==> src/rtl/load_store_unit_l3.sv <==
// Word LW/SW execute unit: effective address op1+op2, request tagged by tracking-table index, response -> writeback.
// Zero added latency on both paths; D stalls when mem_req_rdy is low or all entries are busy, mem_resp_rdy follows W_rdy.
package load_store_unit_l3_pkg;
    typedef enum logic [3:0] {
        RV_UOP_LW = 4'd2,
        RV_UOP_SW = 4'd3
    } rv_uop;

    localparam logic [2:0] MEM_TYPE_READ  = 3'd0;
    localparam logic [2:0] MEM_TYPE_WRITE = 3'd1;
endpackage

module load_store_unit_l3
    import load_store_unit_l3_pkg::*;
#(
    parameter int p_seq_num_bits = 5,
    parameter int p_opaq_bits    = 8
) (
    input  logic                      clk,
    input  logic                      rst,
    input  logic                      D_val,
    output logic                      D_rdy,
    input  logic [31:0]               D_pc,
    input  logic [p_seq_num_bits-1:0] D_seq_num,
    input  logic [31:0]               D_op1,
    input  logic [31:0]               D_op2,
    input  logic [31:0]               D_op3,
    input  logic [4:0]                D_waddr,
    input  rv_uop                     D_uop,
    input  logic [5:0]                D_preg,
    input  logic [5:0]                D_ppreg,
    output logic                      W_val,
    input  logic                      W_rdy,
    output logic [31:0]               W_pc,
    output logic [p_seq_num_bits-1:0] W_seq_num,
    output logic [4:0]                W_waddr,
    output logic [31:0]               W_wdata,
    output logic                      W_wen,
    output logic                      mem_req_val,
    input  logic                      mem_req_rdy,
    output logic [p_opaq_bits+68:0]   mem_req_msg,
    input  logic                      mem_resp_val,
    output logic                      mem_resp_rdy,
    input  logic [p_opaq_bits+36:0]   mem_resp_msg
);
    localparam int c_n  = (p_opaq_bits >= 2) ? 4 : 2;
    localparam int c_iw = (c_n == 4) ? 2 : 1;

    logic [c_n-1:0]            valid_q, valid_d;
    logic [c_n-1:0]            is_load_q;
    logic [31:0]               pc_q    [c_n];
    logic [p_seq_num_bits-1:0] seq_q   [c_n];
    logic [4:0]                waddr_q [c_n];

    logic                   full, alloc, free, d_is_load, r_is_load;
    logic [c_iw-1:0]        alloc_idx, resp_idx;
    logic [31:0]            req_addr, resp_data;
    logic [p_opaq_bits-1:0] resp_opq;
    logic [2:0]             resp_type;
    logic [1:0]             resp_len;
    logic                   unused_ok;

    // Held in reset the table reads as empty, so D/req pass straight through.
    assign full        = rst && (&valid_q);
    assign D_rdy       = mem_req_rdy && !full;
    assign mem_req_val = D_val && !full;
    assign alloc       = D_val && D_rdy;
    assign d_is_load   = (D_uop == RV_UOP_LW);
    assign req_addr    = D_op1 + D_op2;
    assign mem_req_msg = {d_is_load ? MEM_TYPE_READ : MEM_TYPE_WRITE,
                          p_opaq_bits'(alloc_idx), req_addr, 2'd0,
                          d_is_load ? 32'd0 : D_op3};

    always_comb begin
        alloc_idx = '0;
        for (int i = c_n - 1; i >= 0; i--) begin
            if (!valid_q[i]) alloc_idx = c_iw'(i);
        end
    end

    assign {resp_type, resp_opq, resp_len, resp_data} = mem_resp_msg;
    assign resp_idx     = resp_opq[c_iw-1:0];
    assign r_is_load    = is_load_q[resp_idx];
    assign W_val        = mem_resp_val;
    assign mem_resp_rdy = W_rdy;
    assign free         = mem_resp_val && W_rdy;
    assign W_pc         = pc_q[resp_idx];
    assign W_seq_num    = seq_q[resp_idx];
    assign W_wen        = r_is_load;
    assign W_waddr      = r_is_load ? waddr_q[resp_idx] : 5'd0;
    assign W_wdata      = r_is_load ? resp_data : 32'd0;

    // Alloc only ever targets a free slot, so applying it after the free is safe.
    always_comb begin
        valid_d = valid_q;
        if (free)  valid_d[resp_idx]  = 1'b0;
        if (alloc) valid_d[alloc_idx] = 1'b1;
    end

    always_ff @(posedge clk) begin
        if (!rst) valid_q <= '0;
        else      valid_q <= valid_d;
    end

    always_ff @(posedge clk) begin
        if (alloc) begin
            pc_q[alloc_idx]      <= D_pc;
            seq_q[alloc_idx]     <= D_seq_num;
            waddr_q[alloc_idx]   <= D_waddr;
            is_load_q[alloc_idx] <= d_is_load;
        end
    end

    assign unused_ok = ^{D_preg, D_ppreg, resp_type, resp_len, resp_opq};
endmodule

==> config.mk <==
export PLATFORM = sky130hd
export DESIGN_NAME = load_store_unit_l3
export DESIGN_NICKNAME = d
export VERILOG_FILES = /design/src/rtl/load_store_unit_l3.sv
export SDC_FILE = /design/constraint.sdc
export NUM_CORES = 1
export LEC_CHECK = 0
export CAP_MARGIN = 20
export CORE_MARGIN = 8
export CORE_UTILIZATION = 47
export CTS_CLUSTER_SIZE = 40
export DETAILED_ROUTE_END_ITERATION = 10
export PLACE_DENSITY_LB_ADDON = 0.15
export SLEW_MARGIN = 20
export SYNTH_ARGS = -nofsm -noshare
export SYNTH_HDL_FRONTEND = slang
export SYNTH_SLANG_ARGS = --single-unit
==> constraint.sdc <==
create_clock -name clk -period 9.6 [get_ports clk]
set_input_delay 0.96 -clock clk [delete_from_list [all_inputs] [get_ports clk]]
set_output_delay 0.96 -clock clk [all_outputs]
set_load 0.005 [all_outputs]
==> out/qor.yml, run 1 <==
run_status:
  status: "completed"
floorplan:
  fp.dieH_um: 153.0
  die_x_um: 153.0
  dieArea_sq_um: 23420
  core_area_sq_um: 18580
  start_util_pct: 47.49
  rows: 50
  num_io_pins: 361
sta:
  rsz0062_at_grt: "false"
  finalHoldViolations: 0
  fmax_mhz: 188.8
  setup_violations: 0
  timing.setup.tns_ns: 0
  relSlewSlack_pct: 41.28
  drv_slew: 0
  fin_crit_sh_pct: 55.17
  worst_slew_pin_slew_ns: 0.8808
  finalCriticalPeriod_ns: 5.296
  skew_ns: 0.01263
critical_path:
  startpoint: "D_op2[0]"
  worstSetupPathType: "input port to output pin"
  path_max_fanout: 5
  reg2reg_depth: 6
  worstPathRequired_ns: 8.64
  reg2reg_from: "valid_q[1]"
  crit_path_end: "mem_req_msg[60]"
  critical_path_arrival_ns: 4.34
  cp-end-kind: "output pin"
  rrSetupSlack_ns: 7.08
  crit_path_start_kind: "input port"
  rr_endpoint: "pc_q[1][3]"
place:
  dp_hpwl_mm: 19.47
  post-place-cells: 1151
  gp_congestion: 0.8753
  io_buffers: 327
drt:
  drc: 0
  drt_iter0_markers: 428
  wl_per_cell_um: 21.74
  vias: 6466
  drtAntennaViolNets: 0
  routed_wl_mm: 25.74
  avgViaCountPerCell: 5.461
  dr.pass1.iters: 5
clocking:
  cts_resized: 0
  post_cts_buffers: 0
  holdBufCountCts: 0
  insertion_delay_ns: 0.42
  cts_root_buf: "clkbuf_16"
  cts_tree: "yes"
  numCtsBuffers: 17
  path_clk_slew_ns: 0.07
  htree_levels: 4
  cts_max_path_buffers: 2
  cts.sinks: 176
logic_synthesis:
  synth.avg_cell_area_sq_um: 14.33
  synthFlopType: "edfxtp_1"
  ys_seq_area_share_pct: 59.44
  yosysTopAreaCellShare_pct: 58.53
  synth_area_leaders: "edfxtp_1, mux4_2, ha_1, and2_1, nor2b_1"
  synth-edff-count: 172
  synth_seq_cells: 176
  syn-cell-area_sq_um: 8825
  yosys_warnings: 0
  synth.distinct_cells: 55
  synth_cells: 616
  ys_async_sr_fraction_pct: 0
  yosysTopAreaCell: "edfxtp_1"
global_routing:
  grt_pass1_wl_mm: 39.10
  overflow: 0
  grt_max_degree: 47
  grt.total_usage_pct: 21.54
  antenna_found_initial: 0
  grt_pass1_vias: 6894
power_and_ir_drop:
  seqPwrFrac_pct: 44.7
  p_sw_mw: 0.4794
  pwr-share-clk_pct: 33.7
  power_frac_comb_pct: 21.7
  ir_worst_vdd_v: 0.0001500
  switching_share_pct: 24.88
  power_density_nw_per_um2: 149.8
  power_leakage_nw: 4.578
  internal_power_mw: 1.448
layout:
  fillers: 1293
  fin_cells: 1184
  final_common_cell: "clkdlybuf4s50_1"
  drive_gt1_share_pct: 9.694
  fin_nets: 1173
  final_core_util_pct: 69.23
  layout_common_cells: "clkdlybuf4s50_1, edfxtp_1, mux4_2"
  syn_to_final_growth_pct: 45.75
min_path:
  worstHoldPathType: "flip-flop to flip-flop"
flow_run:
  drv_cap: 0
[area by class of cell]
type | instances | area [sq um] | share of cell area (%)
clock inverters | 14 | 147.6 | 1.148
clock buffers | 18 | 429.2 | 3.337
inverters | 9 | 33.78 | 0.2626
diodes | 1 | 2.502 | 0.01946
flip-flops and latches | 176 | 5245 | 40.78
repair buffers | 333 | 3311 | 25.74
multi-input cells | 399 | 3401 | 26.44
well taps | 234 | 292.8 | 2.276
[Yosys cell counts, types with 2 or more instances]
| master | instances |
|---|---|
| o211a_1 | 2 |
| buf_2 | 5 |
| nand2b_1 | 2 |
| nand2_1 | 29 |
| clkbuf_1 | 23 |
| o21a_1 | 12 |
| a31oi_1 | 2 |
| xor2_1 | 11 |
| a2111o_1 | 2 |
| or2_2 | 2 |
| edfxtp_1 | 172 |
| nand3_1 | 10 |
| o21bai_1 | 6 |
| a21o_1 | 14 |
| ha_1 | 31 |
| a211o_1 | 4 |
| dfxtp_1 | 4 |
| a21boi_0 | 2 |
| o21ai_0 | 21 |
| and3_1 | 8 |
| a21oi_1 | 34 |
| nor4_1 | 2 |
| buf_4 | 12 |
| nor3_1 | 10 |
| nor2_1 | 19 |
| or3_1 | 3 |
| xnor2_1 | 16 |
| o31ai_1 | 2 |
| mux4_2 | 43 |
| nor2b_1 | 34 |
| nor4b_1 | 2 |
| and2_1 | 41 |
| inv_1 | 9 |
| and4_1 | 2 |
| a211oi_1 | 5 |
[metal layers]
layer  GRT usage, %  vias up  part of all wire (%)
met1          23.72     3165                    38
met3          6.456       30                   7.6
met4          5.985        0                   1.5
met5              0        -                     0
met2          39.50      270                    53
li1               -     3001                     -
[state kept, by name, indices dropped and copies added (netlist names)]
signal	cells
is_load_q	4
pc_q	128
seq_q	20
valid_q	4
waddr_q	20
[per-stage QoR]
stage          area [sq um]  worst slack (ns)  power, mW  hold slack, ns
2_1_floorplan          8859             4.749      1.051          0.5674
5_1_grt               12860             4.162      1.999          0.6904
4_1_cts               12860             4.317      1.943          0.6642
3_5_place_dp          12280             4.320      1.296          0.6471
6_report              12860             4.304      1.927          0.6786
3_3_place_gp          12280             4.359      1.290          0.5956
[worst min path at each step]
stage               start    endpoint  depth (start not counted)
2_1_floorplan  valid_q[3]  valid_q[3]                          2
4_1_cts        valid_q[3]  valid_q[3]                          2
6_report       valid_q[3]  valid_q[3]                          2
3_5_place_dp   valid_q[3]  valid_q[3]                          2
3_3_place_gp   valid_q[3]  valid_q[3]                          2
5_1_grt        valid_q[3]  valid_q[3]                          2
[kinds of logic (layout without fill, tap and decap cells)]
| group | Yosys count | in the layout | synth area share (%) |
|---|---|---|---|
| fa+ha+maj | 32 | 32 | 4.622 |
| compound gates | 119 | 119 | 9.046 |
| simple gates | 166 | 166 | 10.25 |
| buf+inv | 50 | 374 | 2.708 |
| mux | 45 | 45 | 11.22 |
| xor+xnor | 27 | 27 | 2.680 |
| other cells | 1 | 11 | 0.04249 |
| flops | 176 | 176 | 59.44 |
[power groups by stage]
stage	Combinational (mW)	Sequential, mW	Clock, mW
5_1_grt	0.449	0.861	0.689
2_1_floorplan	0.173	0.878	0
3_5_place_dp	0.419	0.877	0
4_1_cts	0.421	0.861	0.662
3_3_place_gp	0.413	0.876	0
6_report	0.418	0.860	0.649
[critical path: stages]
cell,delay (ns)
clkdlybuf4s50_1,0.42
ha_1,0.24
fa_1,0.41
a21o_1,0.22
a221oi_2,0.38
a211oi_1,0.20
or2_0,0.41
a2111o_1,0.45
o211ai_2,0.08
clkdlybuf4s50_1,0.57
Note: power is estimated with default switching activity, not from simulation.
==> run 2, diff against run 1 <==
--- a/config.mk
+++ b/config.mk
@@ -7,7 +7,7 @@
 export LEC_CHECK = 0
 export CAP_MARGIN = 20
 export CORE_MARGIN = 8
-export CORE_UTILIZATION = 47
+export CORE_UTILIZATION = 44
 export CTS_CLUSTER_SIZE = 40
 export DETAILED_ROUTE_END_ITERATION = 10
 export PLACE_DENSITY_LB_ADDON = 0.15
==> constraint.sdc (replaced) <==
create_clock -name clk -period 5.3 [get_ports clk]
set_input_delay 0.53 -clock clk [delete_from_list [all_inputs] [get_ports clk]]
set_output_delay 0.53 -clock clk [all_outputs]
set_load 0.005 [all_outputs]
==> out/qor.yml, run 2 (synthesized netlist as in run 1, its figures left out) <==
run_status:
  status: "completed"  # unchanged
sta:
  finalHoldViolations: 0  # unchanged
  skew_ns: 0.008757  # was 0.01263 ns
  setup_violations: 0  # unchanged
  rsz0062_at_grt: "false"  # unchanged
  timing.setup.tns_ns: 0  # unchanged
  relSlewSlack_pct: 49.56  # was 41.28%
  fin_crit_sh_pct: 82.21
  fmax_mhz: 229.5
  drv_slew: 0  # unchanged
  worst_slew_pin_slew_ns: 0.7525  # was 0.8808 ns
  finalCriticalPeriod_ns: 4.357
critical_path:
  reg2reg_depth: 6  # unchanged
  worstPathRequired_ns: 4.77  # was 8.64 ns
  path_max_fanout: 5  # unchanged
  rr_endpoint: "pc_q[0][7]"  # was pc_q[1][3]
  crit_path_start_kind: "input port"  # unchanged
  slowest_stage: "clkdlybuf4s50_1"  # unchanged
  cp-end-kind: "output pin"  # unchanged
  critical_path_arrival_ns: 3.83  # was 4.34 ns
  worstSetupPathType: "input port to output pin"  # unchanged
  critPathMaxStageDelay_ns: 0.54  # was 0.57 ns
  reg2reg_from: "valid_q[1]"  # unchanged
  crit_path_cell_trace: "clkdlybuf4s50_1 > ha_1 > fa_1 > a21o_1 > a221oi_2 > a211oi_1 > or2_0 > a2111o_1 > o211ai_2 > clkdlybuf4s50_1"  # unchanged
  rrSetupSlack_ns: 2.77  # was 7.08 ns
  cpMostUsedCell: "clkdlybuf4s50_1"  # unchanged
floorplan:
  die_x_um: 157.6  # was 153.0 um
  start_util_pct: 44.18  # was 47.49%
  core_area_sq_um: 19970  # was 18580 sq um
  fp.dieH_um: 157.6  # was 153.0 um
  rows: 52  # was 50
  dieArea_sq_um: 24840  # was 23420 sq um
  num_io_pins: 361  # unchanged
drt:
  wl_per_cell_um: 20.06  # was 21.74 um
  dr.pass1.iters: 5  # unchanged
  avgViaCountPerCell: 5.127  # was 5.461
  routed_wl_mm: 24.58  # was 25.74 mm
  vias: 6281  # was 6466
  drt_iter0_markers: 454  # was 428
  drc: 0  # unchanged
  drtAntennaViolNets: 0  # unchanged
global_routing:
  overflow: 0  # unchanged
  grt_max_degree: 39  # was 47
  grt_pass1_vias: 6390  # was 6894
  antenna_found_initial: 0  # unchanged
  grt_pass1_wl_mm: 35.76  # was 39.10 mm
  grt.total_usage_pct: 19.03  # was 21.54%
clocking:
  numCtsBuffers: 17  # unchanged
  post_cts_buffers: 0  # unchanged
  holdBufCountCts: 0  # unchanged
  cts_root_buf: "clkbuf_16"  # unchanged
  cts_max_path_buffers: 2  # unchanged
  cts_tree: "yes"  # unchanged
  path_clk_slew_ns: 0.06  # was 0.07 ns
  htree_levels: 4  # unchanged
  cts_resized: 0  # unchanged
  insertion_delay_ns: 0.42  # about the same
  cts.sinks: 176  # unchanged
place:
  gp_congestion: 0.8869  # was 0.8753
  dp_hpwl_mm: 18.82  # was 19.47 mm
  io_buffers: 327  # unchanged
layout:
  drive_gt1_share_pct: 9.748  # was 9.694%
  syn_to_final_growth_pct: 47.16  # was 45.75%
  fillers: 1532  # was 1293
  fin_nets: 1178  # was 1173
  reg_top3: "pc_q: 128 flops, seq_q: 20 flops, waddr_q: 20 flops"  # unchanged
  layout_common_cells: "clkdlybuf4s50_1, edfxtp_1, mux4_2"  # unchanged
  largest_register_ffs: 128  # unchanged
  final_core_util_pct: 65.02  # was 69.23%
  regMostFlops: "pc_q"  # unchanged
  final_common_cell: "clkdlybuf4s50_1"  # unchanged
power_and_ir_drop:
  power_leakage_nw: 4.631  # was 4.578 nW
  p_total_mw: 3.591  # was 1.927 mW
  ir_worst_vdd_v: 0.0002790  # was 0.0001500 V
  power_density_nw_per_um2: 276.5  # was 149.8 nW/um^2
min_path:
  min-delay-start: "valid_q[3]"  # unchanged
  hold_depth: 2  # unchanged
  hold_path_end: "valid_q[3]"  # unchanged
  worstHoldPathType: "flip-flop to flip-flop"  # unchanged
flow_run:
  drv_cap: 0  # unchanged
[run 2: cell type report]
type                            count  area (sq um)  area share (%)
Timing Repair Buffer              338          3348           25.78
Sequential cell                   176          5245           40.39
Inverter                            9         33.78          0.2601
Antenna cell                        1         2.502         0.01927
Multi-Input combinational cell    399          3401           26.19
Tap cell                          270         337.8           2.601
Clock inverter                     12         181.4           1.397
Clock buffer                       20         436.7           3.363
[run 2: how the worst max path moves through the flow]
stage,from,to,cells past startpoint
after floorplan,rst,is_load_q[3],5
after global placement,D_op1[0],mem_req_msg[60],10
after detailed placement,D_op1[0],mem_req_msg[60],10
after CTS,D_op1[0],mem_req_msg[60],10
after global routing,D_op1[0],mem_req_msg[60],10
final,D_op1[0],mem_req_msg[60],10
[run 2: report_power, final]
group	switching (mW)	total [mW]	internal, mW
Combinational	0.299	0.739	0.441
Clock	0.499	1.29	0.793
Sequential	0.00548	1.56	1.55
Total	0.803	3.59	2.79
[run 2: worst max-delay path: cells and delay by family]
| family | cells | cell delay (ns) |
|---|---|---|
| AO/OA/AOI/OAI | 5 | 1.31 |
| buffers and inverters | 2 | 0.94 |
| adder cells (fa/ha/maj) | 2 | 0.65 |
| AND/OR/NAND/NOR | 1 | 0.38 |
[run 2: per-stage QoR]
stage / cell area, sq um / instances / setup slack (ns) / hold WS (ns)
detailed placement: 12370 / 1192 / 0.9651 / 0.6146
finish: 12990 / 1225 / 0.9428 / 0.6307
global placement: 12370 / 1192 / 0.9847 / 0.6037
global route: 12980 / 1224 / 0.8157 / 0.6760
floorplan: 8859 / 625 / 0.8787 / 0.5674
CTS: 12980 / 1224 / 0.9600 / 0.6318
[run 2: layer usage]
metal	share of wire, %	track usage [%]	routed length, um	vias to the layer above
met3	8.8	6.607	2163	27
met4	1.5	5.258	370	0
met1	40	23.33	9905	3004
met5	0	0	0	-
met2	49	31.41	12140	236
li1	-	-	-	3014
==> run 3, diff against run 2 <==
==> constraint.sdc (replaced) <==
create_clock -name clk -period 4.3 [get_ports clk]
set_input_delay 0.43 -clock clk [delete_from_list [all_inputs] [get_ports clk]]
set_output_delay 0.43 -clock clk [all_outputs]
set_load 0.005 [all_outputs]
==> out/qor.yml, run 3 (synthesized netlist as in run 1, its figures left out) <==
power_and_ir_drop:
  power_density_nw_per_um2: 337.2  # was 276.5 nW/um^2
  power_leakage_nw: 4.631  # about the same
  ir_worst_vdd_v: 0.0003116  # was 0.0002790 V
sta:
  skew_ns: 0.007131  # was 0.008757 ns
  finalCriticalPeriod_ns: 3.973
  relSlewSlack_pct: 45.66  # was 49.56%
  drv_slew: 0  # unchanged
  rsz0062_at_grt: "false"  # unchanged
  worst_slew_pin_slew_ns: 0.8107  # was 0.7525 ns
  fin_crit_sh_pct: 92.39
  setup_violations: 0  # unchanged
  fmax_mhz: 251.7
  finalHoldViolations: 0  # unchanged
place:
  gp_congestion: 0.9073  # was 0.8869
  io_buffers: 327  # unchanged
  place_area_sq_um: 12380  # was 12370 sq um
  dp_hpwl_mm: 18.80  # was 18.82 mm
floorplan:
  rows: 52  # unchanged
  fp.dieH_um: 157.6  # unchanged
  start_util_pct: 44.18  # unchanged
  num_io_pins: 361  # unchanged
  core_area_sq_um: 19970  # unchanged
  dieArea_sq_um: 24840  # unchanged
  die_x_um: 157.6  # unchanged
drt:
  drt_iter0_markers: 410  # was 454
  vias: 6309  # was 6281
  dr.pass1.iters: 5  # unchanged
  avgViaCountPerCell: 5.146  # was 5.127
  routed_wl_mm: 24.59  # was 24.58 mm
  drtAntennaViolNets: 0  # unchanged
  wl_per_cell_um: 20.06  # about the same
  drc: 0  # unchanged
layout:
  regMostFlops: "pc_q"  # unchanged
  final_cell_area_sq_um: 12970  # was 12990 sq um
  drive_gt1_share_pct: 10.15  # was 9.748%
  fin_nets: 1180  # was 1178
  insertedDiodeCount: 0  # was 1
  final_common_cell: "clkdlybuf4s50_1"  # unchanged
  reg_top3: "pc_q: 128 flops, seq_q: 20 flops, waddr_q: 20 flops"  # unchanged
  syn_to_final_growth_pct: 47.03  # was 47.16%
  final_core_util_pct: 64.96  # was 65.02%
  largest_register_ffs: 128  # unchanged
  layout_common_cells: "clkdlybuf4s50_1, edfxtp_1, mux4_2"  # unchanged
min_path:
  worstHoldPathType: "flip-flop to flip-flop"  # unchanged
clocking:
  insertion_delay_ns: 0.42  # about the same
  cts_resized: 0  # unchanged
  cts_max_path_buffers: 2  # unchanged
  post_cts_buffers: 0  # unchanged
  path_clk_slew_ns: 0.06  # about the same
  holdBufCountCts: 0  # unchanged
  numCtsBuffers: 17  # unchanged
  cts_tree: "yes"  # unchanged
  htree_levels: 4  # unchanged
  cts_root_buf: "clkbuf_16"  # unchanged
  cts.sinks: 176  # unchanged
critical_path:
  worstPathRequired_ns: 3.87  # was 4.77 ns
  path_max_fanout: 5  # unchanged
  cp-end-kind: "output pin"  # unchanged
  crit_path_start_kind: "input port"  # unchanged
  rrSetupSlack_ns: 1.71  # was 2.77 ns
  worstSetupPathType: "input port to output pin"  # unchanged
  critical_path_arrival_ns: 3.54  # was 3.83 ns
global_routing:
  grt_pass1_vias: 6279  # was 6390
  grt_max_degree: 46  # was 39
  antenna_found_initial: 1  # was 0
  grt_pass1_wl_mm: 35.75  # was 35.76 mm
  grt.total_usage_pct: 18.99  # was 19.03%
  overflow: 0  # unchanged
flow_run:
  drv_cap: 0  # unchanged
run_status:
  status: "completed"  # unchanged
-- run 3: cell types whose count changed in the layout (fill, tap and decap cells not counted), sizes merged --
cell,previous run,this run
buf,13,15
bufinv,4,3
diode,1,0
clkinvlp,1,2
-- run 3: final timing paths --
path,start,end,cells after the start
min reg2reg,valid_q[3],valid_q[3],2
min,valid_q[3],valid_q[3],2
max,D_op1[0],mem_req_msg[60],10
max reg2reg,valid_q[1],pc_q[0][10],6
-- run 3: power breakdown --
part / switching (mW) / internal (mW)
Clock: 0.622 / 0.919
Sequential: 0.00644 / 1.92
Combinational: 0.368 / 0.545
Total: 0.997 / 3.38
-- run 3: stage by stage --
stage | cells | setup slack, ns | setup TNS [ns] | power (mW) | hold slack [ns]
5_1_grt | 1226 | 0.1613 | 0 | 4.550 | 0.6398
2_1_floorplan | 625 | -0.02125 | -3.621 | 2.346 | 0.5289
3_3_place_gp | 1194 | 0.3189 | 0 | 2.869 | 0.6096
4_1_cts | 1226 | 0.3068 | 0 | 4.414 | 0.6237
6_report | 1226 | 0.3274 | 0 | 4.376 | 0.6324
3_5_place_dp | 1194 | 0.3211 | 0 | 2.875 | 0.6173
-- run 3: cell type report --
type | count | area [sq um]
clock buffers | 20 | 436.7
flip-flops and latches | 176 | 5245
well taps | 270 | 337.8
inverters | 9 | 33.78
clock inverters | 12 | 157.7
fillers | 1535 | 6999
repair buffers | 340 | 3363
multi-input cells | 399 | 3401
-- run 3: metal layers --
layer / wire length (um) / GRT usage (%)
met3: 1919 / 5.870
met2: 11950 / 30.41
met4: 348 / 5.077
met5: 13 / 0
met1: 10360 / 24.62
-- run 3: worst max-delay path, stage by stage --
cell             delay [ns]
clkdlybuf4s50_1        0.40
ha_1                   0.24
fa_1                   0.41
a21o_1                 0.22
a221oi_2               0.26
a211oi_1               0.17
or2_0                  0.37
a2111o_1               0.43
o211ai_2               0.07
clkdlybuf4s50_1        0.54
==> RTL edit 1: new RTL, flow settings as in run 3 <==
Make the reset (`rst`) asynchronous in one clocked block.
--- a/src/rtl/load_store_unit_l3.sv
+++ b/src/rtl/load_store_unit_l3.sv
@@ -97,7 +97,7 @@
         if (alloc) valid_d[alloc_idx] = 1'b1;
     end
 
-    always_ff @(posedge clk) begin
+    always_ff @(posedge clk or negedge rst) begin
         if (!rst) valid_q <= '0;
         else      valid_q <= valid_d;
     end
Behaviour: differs if rst is asserted again (counterexample within 4 cycles, from zero or initial values and one cycle with rst low); with rst held inactive, the same outputs for 4 cycles.
==> RTL edit 1 against run 3 <==
Power is 13% higher; area after synthesis is 2.1% lower; sequential cell count stayed put; utilization is 1.1 points higher; count of clock-buffer cells in the layout is 3 lower; cell area is 1.5% lower; wire length is 3.6% lower; worst setup slack better by 0.0042 ns; maximum frequency is 0.10% higher; sequential share of layout area is 0.77 points higher; combinational power is 39% higher; first-iteration DRC count is 44% lower; clock skew is 0.0012 ns lower; highest routed layer is now met4.
==> RTL edit 1: results (changes against run 3) <==
status=finished, final reports clean; TritonRoute pass-1 iters=4 (-1); CTS HTree Levels=4 (unchanged); CP arrival=3.54 ns (about the same); worst-margin pin slew=0.7756 ns (-0.03507 ns); share of cells above drive strength 1=11.85% (+1.7 points); Setup TNS Final=0 ns (unchanged); CP max stage cell=clkdlybuf4s50_1; CTS max path bufs=2 (unchanged); clk slew on worst S/H paths=0.07 ns; CTS root buffer=clkbuf_16; Post-synth ARST share=2.273% (+2.3 points); most frequent cells after synthesis=edfxtp_1 (172), and2_1 (43), mux4_2 (43), nor2b_1 (32), ha_1 (31); largest net degree at the start of global routing=45 (-2.2%); initial antenna violation count=0 (-1); Wirelength per Cell=20.30 um (+1.2%); max incr delay on CP=0.64 ns (+0.10 ns); fillers=1,428 (-7.0%); CTS resizes=0 (unchanged); skew final=0.005886 ns (-0.001245 ns); post-DR vias/cell=5.103 (-0.84%); HP Class=in -> async; Worst VDD drop=0.0002700 V (-13%); EDFF count, synth=172 (unchanged); r2r worst-path depth=6 (unchanged); Num CTS Buffers=17 (unchanged); crit-path max FO=4 (-1); GR Util All Layers=19.34% (+0.35 points); initial drt markers=228 (-44%); fin nets=1,127 (-4.5%); vias in the first global route=6,432 (+2.4%); n_diodes=0 (unchanged); HPWL after DPL=17,800 um (-5.3%); Synth warnings=0 (unchanged); top flop regs=pc_q: 128 flops, seq_q: 20 flops, waddr_q: 20 flops; flop2flop setup slack=1.78 ns (+0.07 ns); reg2reg start=valid_q[1]$_DFF_PN0_; Pleak=4.523 nW (-2.3%); max-slew violations=0 (unchanged); first-pass GRT wire length=36,110 um (+1.0%); port bufs=327 (unchanged); Post-Syn Instances=560 (-9.1%); FF-to-FF End=seq_q[0][4]$_DFFE_PP_; post-synthesis sequential area ratio=60.97% (+1.5 points); Setup Buffers After CTS=0 (unchanged); Synth cell types=60 (+9.1%); WL final=23,710 um (-3.6%); top cells by area, synth=edfxtp_1 (60%), mux4_2 (11%), ha_1 (4.5%); clk_lat worst skew=0.42 ns (about the same); placer congestion estimate=0.8373 (-7.7%)
RTL edit 1: changes by cell type in the layout (fill, tap and decap cells not counted), moves of 6 or more:
cell | before | now
nand2_1 | 29 | 23
o21ai_1 | 0 | 7
o21a_1 | 12 | 1
o21ai_0 | 21 | 11
RTL edit 1: worst max-delay path, delay by kind of cell:
family / cells / cell delay (ns)
buf+inv: 2 / 1.05
compound gates: 5 / 1.48
fa+ha+maj: 1 / 0.33
simple gates: 1 / 0.24
RTL edit 1: where the power goes:
part | switching [W] | internal, W | total, W
Sequential | 0.0000640 | 0.00211 | 0.00217
Clock | 0.000681 | 0.000829 | 0.00151
Combinational | 0.000560 | 0.000715 | 0.00127
Total | 0.00130 | 0.00365 | 0.00495
RTL edit 1: area by class of cell:
class                      count  area share, %
multi-input combinational    354          25.39
clock inverter                15          1.292
timing repair buffer         335          26.02
sequential                   176          41.20
inverter                       6         0.1762
clock buffer                  17          3.329
tap                          265          2.594
RTL edit 1: cells by family (layout without fill, tap and decap cells):
kind of cell	Yosys count	after routing	synth area share, %
AO/OA/AOI/OAI	95	95	8.302
XOR/XNOR	29	29	2.941
adder cells (fa/ha/maj)	32	32	4.723
buffers and inverters	39	373	2.318
flip-flops	176	176	60.97
multiplexers	43	43	11.21
other	1	10	0.04342
AND/OR/NAND/NOR	145	145	9.490
RTL edit 1: worst max-delay path by stage:
stage                             end     start  slack [ns]
3_3_place_gp          mem_req_msg[64]  D_op1[0]        0.40
5_1_grt               mem_req_msg[50]  D_op1[0]        0.20
4_1_cts               mem_req_msg[51]  D_op1[4]        0.32
6_report              mem_req_msg[51]  D_op1[4]        0.33
3_5_place_dp          mem_req_msg[51]  D_op1[4]        0.33
2_1_floorplan  is_load_q[3]$_DFFE_PP_       rst        1.11
RTL edit 1: layer usage:
| layer | wire, um | vias to the layer above | GRT usage [%] | part of all wire [%] |
|---|---|---|---|---|
| met5 | 0 | - | 0 | 0 |
| met4 | 277 | 0 | 4.851 | 1.2 |
| met3 | 1721 | 21 | 5.457 | 7.3 |
| met2 | 12280 | 217 | 34.48 | 52 |
| met1 | 9426 | 2909 | 22.53 | 40 |
| li1 | - | 2813 | - | - |
RTL edit 1: through the flow:
step / setup WS, ns / total power, W / cell area (sq um) / hold slack [ns]
2_1_floorplan: 1.110 / 0.002744 / 8675 / 0.1344
3_3_place_gp: 0.4021 / 0.003459 / 12190 / 0.5091
4_1_cts: 0.3246 / 0.005013 / 12780 / 0.2113
6_report: 0.3315 / 0.004954 / 12780 / 0.2327
3_5_place_dp: 0.3349 / 0.003493 / 12190 / 0.5292
5_1_grt: 0.2038 / 0.005172 / 12780 / 0.2229
==> RTL edit 2: new RTL, config.mk and constraints of run 3 <==
Without the edit above. `p_opaq_bits`: 8 -> 4.
--- a/src/rtl/load_store_unit_l3.sv
+++ b/src/rtl/load_store_unit_l3.sv
@@ -14,7 +14,7 @@
     import load_store_unit_l3_pkg::*;
 #(
     parameter int p_seq_num_bits = 5,
-    parameter int p_opaq_bits    = 8
+    parameter int p_opaq_bits    = 4
 ) (
     input  logic                      clk,
     input  logic                      rst,
Ports: changed (resized mem_req_msg and mem_resp_msg); port bits go from 361 to 353. The function was not compared with the original's and may differ.
==> RTL edit 2 against run 3 <==
Utilization is 1.4 points higher; critical endpoint unchanged; worst setup slack worse by 0.046 ns; synthesized cell count fell by 0.65%; sequential cell count did not move; wire length up 4.3%; cell area about the same; power is 0.25% lower; hold slack is essentially flat; area after synthesis is 0.34% lower.
==> RTL edit 2: results (changes against run 3) <==
status=finished, final reports clean; Most Crowded Layer GR=met2; area grow syn2layout=47.40%; fillers=1,436 (-6.4%); share of cells above drive strength 1=10.22% (+0.075 points); TritonRoute pass-1 iters=4 (-1); Placement Cell Area=0.01236 sq mm (-0.15%); pre-CTS setup slack=0.3086 ns (-0.01248 ns); Worst VDD drop=0.0002806 V (-10%); overall power=0.004365 W (-0.25%); initial drt markers=381 (-7.1%); placer congestion estimate=0.9730 (+7.2%); skew final=0.008869 ns (+0.001738 ns); Top reg by flops=pc_q; CP arrival=3.59 ns (+0.05 ns); CTS HTree Levels=4 (unchanged); xor-xnor portion of the synthesized cell area=2.689% (+0.0091 points); Clk power=0.00151 W; Top delay family on crit path=compound AO/OA/AOI/OAI gates; Seq pwr share=44.0% (about the same); Post-synth ARST share=0% (unchanged); grt met2 use=35.09% (+4.7 points); Synth cell types=55 (unchanged); GR Util All Layers=20.03% (+1.0 points); Hold Crit Start=D_pc[29]; Routed met2 length=13,260 um (+11%); Met3 Wirelength=2208 um (+15%); vias in the first global route=6,711 (+6.9%); Wirelength per Cell=21.13 um (+5.3%); grt met3 use=6.307% (+0.44 points); final hold slack=0.6325 ns (+0.00008500 ns); crit-path max FO=5 (unchanged); wl on met1=9890 um (-4.5%); FF-to-FF End=pc_q[2][14]$_DFFE_PP_; top cells by area, synth=edfxtp_1 (59%), mux4_2 (11%), ha_1 (4.4%); largest net degree at the start of global routing=46 (unchanged); syn_area_per_cell=14.37 sq um (+0.31%); HPWL after DPL=19,580 um (+4.1%); Adder-Cell Fraction of Synth Area=4.638% (+0.016 points); met1 GRT Util=23.73% (-0.89 points); worst hold path endpoint=pc_q[0][29]$_DFFE_PP_; Compound-Gate Fraction of Synth Area=9.077% (+0.031 points); Setup Buffers After CTS=0 (unchanged); Pint=0.003291 W (-2.6%); post-synthesis sequential area ratio=59.64% (+0.20 points); Pleak=4.619 nW (-0.25%); relative slew slack=34.11% (-12 points); Synth warnings=0 (unchanged); max incr delay on CP=0.53 ns; first-pass GRT wire length=38,090 um (+6.5%); Hold Crit Depth=1 (-1); CP max stage cell=clkdlybuf4s50_1; via count=6,413 (+1.6%); non-filler cells, final=1,214 (-0.98%); post-synthesis mux area share=11.25% (+0.038 points); top layer reached by signal wires=met5; flop2flop setup slack=1.84 ns (+0.13 ns); HP Class=in -> reg
-- RTL edit 2: area by class of cell --
class / count / area share (%)
flip-flops and latches: 176 / 40.46
clock inverters: 15 / 1.313
repair buffers: 337 / 25.96
well taps: 265 / 2.558
inverters: 9 / 0.2606
multi-input cells: 395 / 26.17
clock buffers: 17 / 3.282
-- RTL edit 2: worst max path at each step --
stage | end | slack [ns] | from | cells after the start
finish | mem_req_msg[60] | 0.28 | D_op1[0] | 10
global route | mem_req_msg[60] | 0.14 | D_op1[0] | 10
CTS | mem_req_msg[60] | 0.29 | D_op1[0] | 10
detailed placement | mem_req_msg[60] | 0.31 | D_op1[0] | 10
global placement | mem_req_msg[60] | 0.32 | D_op1[0] | 10
floorplan | is_load_q[3]$_DFFE_PP_ | -0.02 | rst | 5
